`config.mk`:
```
export PLATFORM = sky130hd
export DESIGN_NAME = keypad_scanner
export DESIGN_NICKNAME = d
export VERILOG_FILES = /design/src/rtl/keypad_pkg.sv /design/src/rtl/keypad_sync.sv /design/src/rtl/keypad_scanner.sv
export SDC_FILE = /design/constraint.sdc
export NUM_CORES = 1
export LEC_CHECK = 0
export ABC_AREA = 1
export CELL_PAD_IN_SITES_DETAIL_PLACEMENT = 1
export CELL_PAD_IN_SITES_GLOBAL_PLACEMENT = 1
export CORE_MARGIN = 8
export CORE_UTILIZATION = 44
export CTS_CLUSTER_DIAMETER = 100
export CTS_CLUSTER_SIZE = 40
export DETAILED_ROUTE_END_ITERATION = 16
export HOLD_SLACK_MARGIN = 0.06
export PLACE_DENSITY = 0.88
export SYNTH_ARGS = -nofsm -noshare
export SYNTH_HDL_FRONTEND = slang
export SYNTH_HIERARCHICAL = 1
export SYNTH_SLANG_ARGS = --single-unit
```
`constraint.sdc`:
```
create_clock -name clock1000 -period 9.1 [get_ports clock1000]
set_input_delay 1.82 -clock clock1000 [delete_from_list [all_inputs] [get_ports clock1000]]
set_output_delay 1.82 -clock clock1000 [all_outputs]
set_load 0.005 [all_outputs]
```
`src/rtl/keypad_pkg.sv`:
```
// Shared definitions for the 4x4 keypad scanner: key codes,
// the row/column key map, and the FSM / scan-result encodings.
package keypad_pkg;

    localparam logic [3:0] KEY_RESET  = 4'd10;
    localparam logic [3:0] KEY_EQUALS = 4'd11;
    localparam logic [3:0] KEY_CLEAR  = 4'd12;
    localparam logic [3:0] KEY_MUL    = 4'd13;
    localparam logic [3:0] KEY_SUB    = 4'd14;
    localparam logic [3:0] KEY_ADD    = 4'd15;

    typedef enum logic [1:0] {
        SEARCH,
        PRESS_DB,
        HELD,
        REL_DB
    } state_t;

    typedef enum logic [1:0] {
        NONE,
        SINGLE,
        MULTI
    } scan_t;

    function automatic logic [3:0] key_map(
        input logic [1:0] r,
        input logic [1:0] c
    );
        logic [3:0] k;
        case ({r, c})
            4'h0:    k = 4'd1;
            4'h1:    k = 4'd2;
            4'h2:    k = 4'd3;
            4'h3:    k = KEY_ADD;
            4'h4:    k = 4'd4;
            4'h5:    k = 4'd5;
            4'h6:    k = 4'd6;
            4'h7:    k = KEY_SUB;
            4'h8:    k = 4'd7;
            4'h9:    k = 4'd8;
            4'hA:    k = 4'd9;
            4'hB:    k = KEY_MUL;
            4'hC:    k = KEY_RESET;
            4'hD:    k = 4'd0;
            4'hE:    k = KEY_EQUALS;
            default: k = KEY_CLEAR;
        endcase
        return k;
    endfunction

endpackage

```
`src/rtl/keypad_sync.sv`:
```
// Two-flop synchroniser for the asynchronous keypad row lines.
// Resets to all-ones, the idle (pulled-up) level of the rows.
module keypad_sync
    import keypad_pkg::*;
(
    input  logic       clk,
    input  logic       reset,
    input  logic [3:0] d,
    output logic [3:0] q
);

    logic [3:0] meta;

    always_ff @(posedge clk) begin
        if (reset) begin
            meta <= '1;
            q    <= '1;
        end else begin
            meta <= d;
            q    <= meta;
        end
    end

endmodule

```
`src/rtl/keypad_scanner.sv`:
```
// 4x4 keypad scanner: column drive, row sampling, scan classification
// and press/release debouncing into one strobe per physical press.
module keypad_scanner
    import keypad_pkg::*;
#(
    parameter int SETTLE_CYCLES  = 2,
    parameter int DEBOUNCE_SCANS = 4
) (
    input  logic       clock1000,
    input  logic       reset,
    input  logic [3:0] rows,
    output logic [3:0] cols,
    output logic [3:0] number,
    output logic       buttonPressed,
    output logic       keyStrobe
);

    localparam int SW = $clog2(SETTLE_CYCLES + 1);
    localparam int CW = $clog2(DEBOUNCE_SCANS + 1);
    localparam logic [SW-1:0] S_LAST = SW'(SETTLE_CYCLES);
    localparam logic [CW-1:0] C_LAST = CW'(DEBOUNCE_SCANS - 1);
    localparam logic [CW-1:0] C_ONE  = CW'(1);

    logic [3:0]    rows_sync;
    logic [1:0]    col_idx;
    logic [1:0]    col_nxt;
    logic [SW-1:0] settle;
    logic [15:0]   hits;
    logic          eval;

    state_t        state;
    logic [3:0]    cand;
    logic [CW-1:0] cnt;
    logic [CW-1:0] rcnt;

    scan_t         result;
    logic [3:0]    code;
    logic [4:0]    ones;
    logic [3:0]    idx;

    keypad_sync u_sync (
        .clk   (clock1000),
        .reset (reset),
        .d     (rows),
        .q     (rows_sync)
    );

    assign col_nxt = col_idx + 2'd1;

    // hits holds one nibble per column, bit = row, 1 = key closed
    always_ff @(posedge clock1000) begin
        if (reset) begin
            cols    <= 4'b1110;
            col_idx <= '0;
            settle  <= '0;
            hits    <= '0;
            eval    <= 1'b0;
        end else begin
            eval <= 1'b0;
            if (settle == S_LAST) begin
                hits[{col_idx, 2'b00} +: 4] <= ~rows_sync;
                settle  <= '0;
                col_idx <= col_nxt;
                cols    <= ~(4'b0001 << col_nxt);
                eval    <= (col_idx == 2'd3);
            end else begin
                settle <= settle + SW'(1);
            end
        end
    end

    always_comb begin
        ones = '0;
        idx  = '0;
        for (int i = 0; i < 16; i++) begin
            if (hits[i]) begin
                ones = ones + 5'd1;
                idx  = 4'(i);
            end
        end
        if (ones == 5'd0)
            result = NONE;
        else if (ones == 5'd1)
            result = SINGLE;
        else
            result = MULTI;
        code = key_map(idx[1:0], idx[3:2]);
    end

    always_ff @(posedge clock1000) begin
        if (reset) begin
            state         <= SEARCH;
            cand          <= '0;
            cnt           <= '0;
            rcnt          <= '0;
            number        <= '0;
            buttonPressed <= 1'b0;
            keyStrobe     <= 1'b0;
        end else begin
            keyStrobe <= 1'b0;
            if (eval) begin
                unique case (state)
                    SEARCH: begin
                        if (result == SINGLE) begin
                            cand <= code;
                            if (DEBOUNCE_SCANS == 1) begin
                                number        <= code;
                                buttonPressed <= 1'b1;
                                keyStrobe     <= 1'b1;
                                cnt           <= '0;
                                state         <= HELD;
                            end else begin
                                cnt   <= C_ONE;
                                state <= PRESS_DB;
                            end
                        end
                    end
                    PRESS_DB: begin
                        if (result == SINGLE && code == cand) begin
                            if (cnt >= C_LAST) begin
                                number        <= cand;
                                buttonPressed <= 1'b1;
                                keyStrobe     <= 1'b1;
                                cnt           <= '0;
                                state         <= HELD;
                            end else begin
                                cnt <= cnt + C_ONE;
                            end
                        end else if (result == SINGLE) begin
                            cand <= code;
                            cnt  <= C_ONE;
                        end else begin
                            cnt   <= '0;
                            state <= SEARCH;
                        end
                    end
                    HELD: begin
                        if (result == NONE) begin
                            if (DEBOUNCE_SCANS == 1) begin
                                buttonPressed <= 1'b0;
                                state         <= SEARCH;
                            end else begin
                                rcnt  <= C_ONE;
                                state <= REL_DB;
                            end
                        end
                    end
                    REL_DB: begin
                        if (result == NONE) begin
                            if (rcnt >= C_LAST) begin
                                buttonPressed <= 1'b0;
                                rcnt          <= '0;
                                state         <= SEARCH;
                            end else begin
                                rcnt <= rcnt + C_ONE;
                            end
                        end else begin
                            rcnt  <= '0;
                            state <= HELD;
                        end
                    end
                    default: state <= SEARCH;
                endcase
            end
        end
    end

endmodule
```
==> flow_summary.ini <==
[cells_and_area]
drive_above_1_share = 0.145
utilization = 0.494
syn_to_final_growth_pct = 9.98
nNetsFinal = 751
fin_cells = 848
stdcell_area_um2 = 4760
diodes = 0

[drt]
wl_mm = 10.9
drt_iter0_drc = 117
vias = 4285
drcViolationCount = 0
dr.pass1.iters = 4
wl_per_cell_um = 12.8
ant_nets = 0
via_per_inst = 5.05

[synth]
ys_async_sr_fraction = 0
syn_avg_cell_area_um2 = 6.21
ys_ff_latch = 51
syn_area_um2 = 4330
synth.yosys.seq_area_share = 0.236
ys_types = 43
syn_nets = 734
syn_inst = 697
ys_warn_count = 6
synthFlopType = dfxtp_1
synth-edff-count = 0

[floorplan]
die_h_um = 115
start_util = 0.449
dieArea_um2 = 13300
core_area_um2 = 9640
boundaryPins = 16
row_count = 36
die_width_um = 115

[power_and_ir_drop]
powerDensity_nw_per_um2 = 93.6
switching_share = 0.297
pwr-share-comb = 0.175
p_int_mw = 0.313
total_power_mw = 0.445
p_leak_nw = 2.63
ir_drop_v = 0.000115
p_clk_frac = 0.295
p_seq_frac = 0.530
power_switching_mw = 0.132

[placement]
dp_cells = 837
hpwlAfterDp_mm = 8.73
postPlaceCellArea_um2 = 4610
gp_congestion = 0.837
post-place-ws_ns = 0.592
io_buffers = 15

[timing]
rsz0062_at_grt = false
setup_violations = 0
maxSlewHeadroom = 0.620
fin_crit_ns = 8.43
tns_ns = 0
max_freq_ghz = 0.119
fin_ws_ns = 0.665
fin_crit_sh = 0.927
skew_ns = 0.0110
final-max-slew-violation-count = 0
timing_worst_slew_pin_value_ns = 0.556
hold_viol = 0
hold-worst-slack_ns = 0.424

[global_route]
grt_max_degree = 33
grt_pass1_wl_mm = 18.5
gr-usage-all-layers = 0.165
grt_pass1_vias = 4338
antenna_found_initial = 0
grt_overflow = 0

[setup_path]
critPathKind = flop to flop
cp_data_required_time_ns = 9.34
r2r-start = hits[1]
ff2ff_setup_slack_ns = 0.67
ff2ff_path_depth = 54
crit_fanout = 9
endpoint_kind = flop
path_common_cell = nand2_1
timing.rr.end = number[2]
slowest_stage = dfxtp_1
setup.worst_path.start_class = flop
slowest_delay_ns = 0.37
crit_arrival_ns = 8.67

[clocking]
cts_tree = built
clock-root-buffer = clkbuf_8
clk_latency_ns = 0.31
ctsHoldBuffers = 0
cts_sinks = 51
clk_pin_slew_ns = 0.09
cts_buffer_depth = 2
cts_made_buffers = 5
htreeDepth = 2

[run_status]
outcome = completed

[hold_path]
whs_path_depth = 1
hold_start = settle[0]
min_path_type = flop to flop
hold_path_end = settle[0]

[flow_run]
maxCapViolations = 0
synthesized netlist by cell type (all sizes together), types with 2 or more instances:
cell	count	area [um^2]
nand2	243	1030
inv	119	447
nor2	79	317
nand3	63	405
dfxtp	51	1020
a21oi	32	160
ha	31	388
o21ai	19	103
nand3b	9	80.1
nor3	6	30.0
a22oi	5	37.5
clkbuf	5	18.8
buf	4	21.3
or2	4	25.0
a21boi	3	22.5
nand4	3	18.8
nor4	3	48.8
o22a	3	26.3
xor2	3	26.3
xnor2	2	17.5
kinds of logic after synthesis:
group / Yosys count / share of synthesized area
adder cells (fa/ha/maj): 31 / 0.0897
AO/OA/AOI/OAI: 71 / 0.0972
buffers and inverters: 128 / 0.113
XOR/XNOR: 5 / 0.0101
AND/OR/NAND/NOR: 411 / 0.454
flip-flops: 51 / 0.236
sequential cells by signal, summed over array words and instances (netlist names):
register and count:
keyStrobe 1, u_sync/meta 4, buttonPressed 1, col_idx 2
eval 1, number 4, rcnt 3, cand 4
state 2, cols 4, u_sync/q 4, hits 16
settle 2, cnt 3
routing by layer:
metal  track usage  wire (um)  vias up
li1              -          -     2215
met1         0.190       5130     2032
met2         0.309       5440       29
met3        0.0242        198        9
met4        0.0385        102        0
met5             0          0        -
timing repair:
action / CTS / global route
setup endpoints to repair: 0 / 5
resized for setup: 0 / 4
setup buffers: 0 / 2
cell type report:
class                           instances  area, um^2
Tap cell                              133         166
Sequential cell                        51        1020
Inverter                              119         447
Clock buffer                            6        72.6
Clock inverter                          2        17.5
Fill cell                            1358        4880
Multi-Input combinational cell        519        2860
Timing Repair Buffer                   18         173
worst max-delay path by stage:
stage,from,endpoint,slack [ns],cells past startpoint
2_1_floorplan,hits[0],number[0],1.39,54
3_3_place_gp,hits[0],number[3],1.11,54
3_5_place_dp,hits[1],number[0],0.59,54
4_1_cts,hits[1],number[2],0.49,54
5_1_grt,hits[0],number[2],0.09,55
6_report,hits[1],number[2],0.67,54
worst max-delay path: cells and delay by family, from the launching register on:
kind / cells / cell delay (ns)
buffers and inverters: 5 / 0.32
AO/OA/AOI/OAI: 2 / 0.16
AND/OR/NAND/NOR: 33 / 3.66
flip-flops: 1 / 0.37
adder cells (fa/ha/maj): 14 / 3.82
power by group through the flow:
stage                     clock network, mW  registers (mW)  logic [mW]
after global routing                  0.145           0.237      0.0878
after floorplan                           0           0.238      0.0574
after CTS                             0.136           0.236      0.0766
final                                 0.131           0.236      0.0779
after detailed placement                  0           0.242      0.0757
after global placement                    0           0.241      0.0711
cell usage in the layout, fill, tap and decap left out, types with 2 or more instances in the layout:
cell type and count:
nand3_2 13, dfxtp_1 51, buf_4 3, o22a_1 3, clkdlybuf4s50_1 15, xor2_1 3, or2_1 2, nand2_2 49
ha_1 30, o21ai_0 11, or2_2 2, nand3_1 48, inv_2 12, a22oi_1 5, a21boi_0 3, a21oi_1 32
clkbuf_8 5, nand3_4 2, inv_1 107, nand2_1 194, o21ai_1 6, clkinv_4 2, o21ai_2 2, nor2_2 6
nand3b_4 2, nor4_4 2, nand4_1 3, nand3b_1 8, nor2_1 72, nor3_1 6
No activity file was read; power rests on OpenSTA's default activity.
